$ cat config.mk
export PLATFORM = sky130hd
export DESIGN_NAME = pipelined_cla_addsub
export DESIGN_NICKNAME = d
export VERILOG_FILES = /design/src/rtl/cla_pkg.sv /design/src/rtl/cla_group.sv /design/src/rtl/pipelined_cla_addsub.sv
export SDC_FILE = /design/constraint.sdc
export NUM_CORES = 1
export LEC_CHECK = 0
export ABC_AREA = 1
export CAP_MARGIN = 20
export CORE_MARGIN = 3
export CORE_UTILIZATION = 59
export DETAILED_ROUTE_END_ITERATION = 8
export GPL_TIMING_DRIVEN = 1
export PLACE_DENSITY_LB_ADDON = 0.15
export SETUP_SLACK_MARGIN = 0.05
export SYNTH_ARGS = -nofsm -noshare
export SYNTH_HDL_FRONTEND = slang
export SYNTH_SLANG_ARGS = --single-unit
$ cat constraint.sdc
create_clock -name clk -period 3.3 [get_ports clk]
set_input_delay 0.33 -clock clk [delete_from_list [all_inputs] [get_ports clk]]
set_output_delay 0.33 -clock clk [all_outputs]
set_load 0.01 [all_outputs]
$ cat src/rtl/cla_pkg.sv
// -----------------------------------------------------------------------------
// cla_pkg
// Shared definitions for the pipelined carry-lookahead adder/subtractor:
// default widths, pipeline depth derivation and add/subtract mode encoding.
// -----------------------------------------------------------------------------
package cla_pkg;

  localparam int CLA_N_DEF   = 16;
  localparam int CLA_BLK_DEF = 4;

  // Encoding of the `sub` input.
  localparam logic MODE_ADD = 1'b0;
  localparam logic MODE_SUB = 1'b1;

  // One lookahead group is resolved per pipeline stage.
  function automatic int cla_stages(input int n, input int blk);
    return n / blk;
  endfunction

endpackage

$ cat src/rtl/cla_group.sv
// -----------------------------------------------------------------------------
// cla_group
// Purely combinational BLK-bit carry-lookahead group.
// Ports:
//   a_i, b_i  : group operand bits
//   cin_i     : carry into the group LSB
//   sum_o     : group sum bits
//   cout_o    : carry out of the group MSB
//   g_o, p_o  : group generate / propagate
//   cmsb_o    : carry into the group MSB (signed overflow of a top group)
// -----------------------------------------------------------------------------
module cla_group
  import cla_pkg::*;
#(
  parameter int BLK = CLA_BLK_DEF
) (
  input  logic [BLK-1:0] a_i,
  input  logic [BLK-1:0] b_i,
  input  logic           cin_i,
  output logic [BLK-1:0] sum_o,
  output logic           cout_o,
  output logic           g_o,
  output logic           p_o,
  output logic           cmsb_o
);

  logic [BLK-1:0] gen_s;
  logic [BLK-1:0] prop_s;
  logic [BLK:0]   carry_s;
  logic           term_s;
  logic           grp_g_s;

  assign gen_s  = a_i & b_i;
  assign prop_s = a_i ^ b_i;

  // Every carry (and the group generate) as a flat sum of products of g/p
  // terms, so no carry depends on a lower-order carry.
  always_comb begin
    carry_s    = {(BLK+1){1'b0}};
    term_s     = 1'b0;
    grp_g_s    = 1'b0;
    carry_s[0] = cin_i;
    for (int i = 0; i < BLK; i++) begin
      term_s = cin_i;
      for (int m = 0; m <= i; m++) begin
        term_s = term_s & prop_s[m];
      end
      carry_s[i+1] = term_s;
      for (int j = 0; j <= i; j++) begin
        term_s = gen_s[j];
        for (int m = j + 1; m <= i; m++) begin
          term_s = term_s & prop_s[m];
        end
        carry_s[i+1] = carry_s[i+1] | term_s;
      end
    end
    for (int j = 0; j < BLK; j++) begin
      term_s = gen_s[j];
      for (int m = j + 1; m < BLK; m++) begin
        term_s = term_s & prop_s[m];
      end
      grp_g_s = grp_g_s | term_s;
    end
  end

  assign sum_o  = prop_s ^ carry_s[BLK-1:0];
  assign cout_o = carry_s[BLK];
  assign g_o    = grp_g_s;
  assign p_o    = &prop_s;
  assign cmsb_o = carry_s[BLK-1];

endmodule

$ cat src/rtl/pipelined_cla_addsub.sv
// -----------------------------------------------------------------------------
// pipelined_cla_addsub
// N-bit pipelined carry-lookahead adder/subtractor, one BLK-bit group resolved
// per stage, bubble-collapsing valid/ready flow control. Latency N/BLK.
// Ports:
//   clk, rst             : clock, synchronous active-high reset
//   in_valid / in_ready  : operand handshake (in_ready has no path from in_valid)
//   A, B, Cin, sub       : operands, carry/borrow-in, 0 = add / 1 = subtract
//   out_valid / out_ready: result handshake
//   S, Cout, Ovf, Zero   : registered result and flags
// -----------------------------------------------------------------------------
module pipelined_cla_addsub
  import cla_pkg::*;
#(
  parameter int N   = CLA_N_DEF,
  parameter int BLK = CLA_BLK_DEF
) (
  input  logic         clk,
  input  logic         rst,
  input  logic         in_valid,
  output logic         in_ready,
  input  logic [N-1:0] A,
  input  logic [N-1:0] B,
  input  logic         Cin,
  input  logic         sub,
  output logic         out_valid,
  input  logic         out_ready,
  output logic [N-1:0] S,
  output logic         Cout,
  output logic         Ovf,
  output logic         Zero
);

  localparam int STAGES = cla_stages(N, BLK);

  // Stage k word: bits below (k+1)*BLK are the resolved sum, bits above are
  // still operand A. opb_q carries the effective B alongside it.
  logic [N-1:0]      word_q [STAGES];
  logic [N-1:0]      word_d [STAGES];
  logic [N-1:0]      opb_q  [STAGES];
  logic [STAGES-1:0] carry_q;
  logic [STAGES-1:0] valid_q;
  logic              ovf_q;
  logic              zero_q;

  logic [N-1:0]      beff_s;
  logic              ceff_s;
  logic [STAGES-1:0] adv_s;
  logic [STAGES-1:0] load_s;
  logic [N-1:0]      src_a_s [STAGES];
  logic [N-1:0]      src_b_s [STAGES];
  logic [STAGES-1:0] src_c_s;
  logic [BLK-1:0]    grp_sum_s [STAGES];
  logic [STAGES-1:0] grp_cout_s;
  logic [STAGES-1:0] grp_g_s;
  logic [STAGES-1:0] grp_p_s;
  logic [STAGES-1:0] grp_cmsb_s;
  logic              unused_s;

  // Operand preparation: subtract is A + ~B + 1 with the carry-in inverted.
  always_comb begin
    beff_s = (sub == MODE_ADD) ? B : ~B;
    ceff_s = Cin ^ (sub == MODE_SUB);
  end

  // Bubble-collapsing advance chain, evaluated from the output back.
  always_comb begin
    adv_s             = {STAGES{1'b0}};
    load_s            = {STAGES{1'b0}};
    adv_s[STAGES-1]   = !valid_q[STAGES-1] || out_ready;
    for (int k = STAGES - 2; k >= 0; k--) begin
      adv_s[k] = !valid_q[k] || adv_s[k+1];
    end
    in_ready  = adv_s[0] && !rst;
    load_s[0] = in_valid && in_ready;
    for (int k = 1; k < STAGES; k++) begin
      load_s[k] = adv_s[k] && valid_q[k-1];
    end
  end

  // Each group takes its operands and carry from the previous stage register.
  always_comb begin
    src_a_s[0] = A;
    src_b_s[0] = beff_s;
    src_c_s    = {STAGES{1'b0}};
    src_c_s[0] = ceff_s;
    for (int k = 1; k < STAGES; k++) begin
      src_a_s[k] = word_q[k-1];
      src_b_s[k] = opb_q[k-1];
      src_c_s[k] = carry_q[k-1];
    end
  end

  for (genvar k = 0; k < STAGES; k++) begin : g_grp
    cla_group #(.BLK(BLK)) u_grp (
      .a_i    (src_a_s[k][k*BLK +: BLK]),
      .b_i    (src_b_s[k][k*BLK +: BLK]),
      .cin_i  (src_c_s[k]),
      .sum_o  (grp_sum_s[k]),
      .cout_o (grp_cout_s[k]),
      .g_o    (grp_g_s[k]),
      .p_o    (grp_p_s[k]),
      .cmsb_o (grp_cmsb_s[k])
    );
  end

  // Splice the freshly resolved group into the stage word.
  always_comb begin
    for (int k = 0; k < STAGES; k++) begin
      word_d[k]                = src_a_s[k];
      word_d[k][k*BLK +: BLK]  = grp_sum_s[k];
    end
  end

  // Group G/P are not needed once the carry-out is available per group.
  assign unused_s = ^{grp_g_s, grp_p_s, grp_cmsb_s};

  // Pipeline registers; the last stage doubles as the output register.
  always_ff @(posedge clk) begin
    if (rst) begin
      valid_q <= {STAGES{1'b0}};
      carry_q <= {STAGES{1'b0}};
      ovf_q   <= 1'b0;
      zero_q  <= 1'b0;
      for (int k = 0; k < STAGES; k++) begin
        word_q[k] <= {N{1'b0}};
        opb_q[k]  <= {N{1'b0}};
      end
    end else begin
      for (int k = 0; k < STAGES; k++) begin
        if (adv_s[k]) begin
          valid_q[k] <= load_s[k];
        end
        if (load_s[k]) begin
          word_q[k]  <= word_d[k];
          opb_q[k]   <= src_b_s[k];
          carry_q[k] <= grp_cout_s[k];
        end
      end
      if (load_s[STAGES-1]) begin
        ovf_q  <= grp_cout_s[STAGES-1] ^ grp_cmsb_s[STAGES-1];
        zero_q <= (word_d[STAGES-1] == {N{1'b0}});
      end
    end
  end

  assign out_valid = valid_q[STAGES-1];
  assign S         = word_q[STAGES-1];
  assign Cout      = carry_q[STAGES-1];
  assign Ovf       = ovf_q;
  assign Zero      = zero_q;

endmodule

# --- Word-level counts from Yosys, hierarchy flattened ---
# Memory sizes are Yosys's and may differ from the RTL's.
# Cells that the tools add are included.
# W data, S select, Z words.
totals:
  mem_bits_rw: 128
  out_inout_bits: 21
  register_bits: 10
  word_cells: 153
  romBits: 0
  mem_count: 2
  latch_bits: 0
  input_bits: 38
classes:
  shift: 0
  n_eq_ne: 0
  addsub: 0
  reduce_logical: 15
  order_cmp: 0
  multipliers: 0
  mux: 23
  bitwise: 103
  div_mod_pow: 0
mem_list:
  columns: ["name", "depth", "word_bits", "rd", "rd_clocked_by_memory_dff", "wr", "line_no", "rtl"]
  rows:
  - ["opb_q", 4, 16, 3, 0, 4, "pipelined_cla_addsub.sv:40", "logic [N-1:0] opb_q [STAGES];"]
  - ["word_q", 4, 16, 4, 0, 4, "pipelined_cla_addsub.sv:38", "logic [N-1:0] word_q [STAGES];"]
ops:
  columns: ["cell", "n"]
  rows:
  - ["$mux W16", 9]
  - ["$or A1 B1 Y1", 48]
  - ["$and A1 B1 Y1", 40]
  - ["$xor A4 B4 Y4", 8]
  - ["$and A4 B4 Y4", 4]
  - ["$logic_not A16 Y1", 1]
  - ["$not A16 Y16", 1]
  - ["$mux W1", 14]
  - ["$logic_and A1 B1 Y1", 5]
  - ["$logic_not A1 Y1", 5]
  - ["$logic_or A1 B1 Y1", 4]
  - ["$xor A1 B1 Y1", 2]

# --- Logic depth before layout (Yosys ltp) ---
logic_depth:
  depth_word: 11
  depth_mapped: 13
  depth_no_buf: 12

# --- Hierarchy ---
# A second synthesis with hierarchy kept.
unflattened:
  hier_cells: 470
  hier_area_um2: 4908.5
modules_own_cells:
  columns: ["mod", "cells_each", "n_inst", "seq_area_each_um2", "area_per_inst_um2"]
  rows:
  - ["pipelined_cla_addsub", 339, 1, 2842.7, 4060.1]
  - ["cla_group (g_grp[0].u_grp ...)", 32, 2, 0.0, 203.9]
  - ["cla_group (g_grp[3].u_grp)", 36, 1, 0.0, 230.2]
  - ["cla_group (g_grp[1].u_grp)", 31, 1, 0.0, 210.2]

# --- Least setup slack after synthesis ---
# Ideal clock, no wire load.
synth_timing:
  path_type: "register to register"
  start: "register valid_q[3]"
  end: "memory opb_q[0][10] (netlist name) (enable)"
  setup_time_ps: 452
  synth_period_minus_slack_ps: 1927
  setup_slack_ps: 1373
  required_ps: 2848
  arrival_ps: 1475
  path_buffers: 2
  path_stages_with_launch: 8
  path_cell_list: "dfxtp_1 > inv_1 > nor2_2 > nand4_2 > nand3_2 > buf_6 > buf_6 > nand2_1"
synth_rtl:
  columns: ["item", "line_no", "rtl"]
  rows:
  - ["start: declaration", "pipelined_cla_addsub.sv:42", "logic [STAGES-1:0] valid_q;"]
  - ["start signal: assignment", "pipelined_cla_addsub.sv:121", "valid_q <= {STAGES{1'b0}};"]
  - ["start signal: indexed assignment", "pipelined_cla_addsub.sv:132", "valid_q[k] <= load_s[k];"]
  - ["end: declaration", "pipelined_cla_addsub.sv:40", null]

# --- Worst setup path in the final report ---
layout_timing:
  start: "input port rst"
  end: "output port in_ready"
layout_between:
  elab_chain_cells: 2
layout_rtl:
  columns: ["item", "line_no", "rtl"]
  rows:
  - ["start: declaration", "pipelined_cla_addsub.sv:19", "input logic rst,"]
  - ["$logic_not A1 Y1", "pipelined_cla_addsub.sv:74", "in_ready = adv_s[0] && !rst;"]
  - ["$logic_and A1 B1 Y1", "pipelined_cla_addsub.sv:74", null]
  - ["end: declaration", "pipelined_cla_addsub.sv:21", "output logic in_ready,"]
# No other way between the ends.

==> reports/metrics.cfg <==
[outcome]
outcome=finished clean

[placement]
dpl.hpwl_um=4700
portBuffers=58
routabilityCongestion=0.793

[cts]
ctsHtreeMaxLevel=3
worst_skew_pair.late_latency_ns=0.34
cts_resized=0
tritoncts=done
path_clk_slew_ns=0.08
hold_buffers=0
cts_root_buf=clkbuf_8
max-clock-path-buffers=2
cts_setup_buffers=0
clock-sinks=98
cts_buffers=9

[power_and_ir_drop]
max-vdd-ir-drop_mv=0.212
power_density_mw_per_mm2=445
p_leak_nw=2.27

[logic_synthesis]
syn_area_mm2=0.00456
synth_nets=474
synthCells=412
synth.top_cell.area_share_pct=58.0
avgSynthCellArea_um2=11.1
ys_ff_latch=98
yosys.area.top_type=edfxtp_1
synth_area_leaders=edfxtp_1 (58%), nor2_1 (7.7%), inv_1 (6.3%)
ys_seq_area_share_pct=62.4
yosys.cell_types.count=27
yosysWarnings=0

[sta]
finalCritPeriodShare_pct=66.8
timing.final.hold_violations=0
worst_pin_slew_ns=0.907
drv_slew=0
period_minus_slack_ns=2.20
finalSetupTns_ns=0
finalSetupViolations=0
max_freq_mhz=454
grt_setup_unrepaired=false
relSlewSlack_pct=39.4
skew_ns=0.00484

[setup_path]
reg2reg_depth=5
critPathLaunchType=input port
crit_type=input port to output pin
worstPathRequired_ns=2.97
endpoint=in_ready
end_kind=output pin
arrival_ns=1.87
crit_start=rst
r2r_slack_ns=1.49
critPathMaxStageDelay_ns=0.54
cp_max_fo=14
reg2reg_to=word_q[1][2]
cp_cell_sequence=clkdlybuf4s50_1 > inv_2 > nand2_1 > inv_1 > clkdlybuf4s50_1
r2r-start=valid_q[3]
cp_common_cell=clkdlybuf4s50_1
crit_slowest_cell=clkdlybuf4s50_1

[drt]
drt_pass1_iterations=4
wl_per_cell_um=10.8
ant_nets=0
vias_per_cell=4.63
wl_um=6200
initialDrtViolationCount=73
num_vias=2669
drc=0

[global_routing]
grt_pass1_vias=2605
grt_pass1_wl_um=10600
track_usage_pct=15.6
antenna_found_initial=0
grt_max_degree=30
grt-ovfl-total=0

[floorplanning]
die-height_um=93.9
core_mm2=0.00737
floorplan.initialDensity_pct=61.8
die_w_um=93.9
rows=31
ios=59
fp.dieArea_mm2=0.00881

[layout]
layout_common_cells=nor2_1 (94), edfxtp_1 (88), inv_1 (77), clkdlybuf4s50_1 (58), nand2_1 (42)
fillCellCount=528
drive_gt1_share_pct=6.90
layout_commonest_cell=nor2_1
final_util_pct=72.4
nNetsFinal=535
area_growth_pct=17.1
diodes=0

[job]
drv_cap=0

[worst_hold_path]
hold_path.class=register to register
hold_path_depth=2

[cell type report]
class | count | area [um^2] | area share (%)
Sequential cell | 98 | 2840 | 53.3
Multi-Input combinational cell | 222 | 1300 | 24.4
Timing Repair Buffer | 61 | 603 | 11.3
Inverter | 81 | 304 | 5.70
Clock buffer | 10 | 128 | 2.39
Tap cell | 99 | 124 | 2.32
Clock inverter | 6 | 33.8 | 0.633
[flip-flops by register name, summed over array words and instances, names as in the netlist]
name and count:
Ovf 1, opb_q 24, word_q 64, carry_q 4
valid_q 4, Zero 1
[metal layers]
layer,part of all wire [%],track usage [%]
met1,41,16.3
met2,52,29.1
met3,5.0,4.17
met4,1.6,6.38
met5,0,0
[how the worst min path moves through the flow]
stage	from	endpoint
after CTS	Ovf	Ovf
after floorplan	rst	valid_q[0]
after global routing	Ovf	Ovf
final	Zero	Zero
after detailed placement	Ovf	Ovf
after global placement	carry_q[3]	carry_q[3]
[cells in the mapped netlist, drive strengths merged]
| library cell | instances |
|---|---|
| a21oi | 6 |
| buf | 11 |
| dfxtp | 10 |
| edfxtp | 88 |
| fa | 4 |
| ha | 20 |
| inv | 81 |
| nand2 | 46 |
| nand3 | 11 |
| nand3b | 5 |
| nand4 | 1 |
| nor2 | 98 |
| nor3 | 1 |
| nor3b | 5 |
| o21ai | 3 |
| xnor2 | 18 |
| xor2 | 4 |
[power breakdown]
group          internal (W)  switching, W
combinational      0.000131      0.000146
sequential          0.00143     0.0000276
clock              0.000268      0.000371
[worst max-delay path, delay by kind of cell]
| family | cells | cell delay (ns) |
|---|---|---|
| buf+inv | 4 | 1.42 |
| simple gates | 1 | 0.11 |
[kinds of logic (layout without fill, tap and decap cells)]
kind of cell | after synthesis | in the layout | share of synthesized area, %
buffers and inverters | 92 | 158 | 9.04
XOR/XNOR | 22 | 22 | 4.23
flip-flops | 98 | 98 | 62.4
AND/OR/NAND/NOR | 167 | 167 | 16.1
adder cells (fa/ha/maj) | 24 | 24 | 7.25
AO/OA/AOI/OAI | 9 | 9 | 0.989
[metrics by stage]
stage	setup WS (ns)	instances	hold WS, ns	power, W	area (um^2)
3_3_place_gp	0.974	561	0.466	0.00176	5170
6_report	1.10	577	0.478	0.00238	5340
5_1_grt	0.978	577	0.519	0.00249	5340
3_5_place_dp	0.850	561	0.467	0.00177	5170
2_1_floorplan	1.37	412	0.399	0.00166	4560
4_1_cts	1.07	577	0.479	0.00240	5340
No activity file was read; power rests on OpenSTA's default activity.
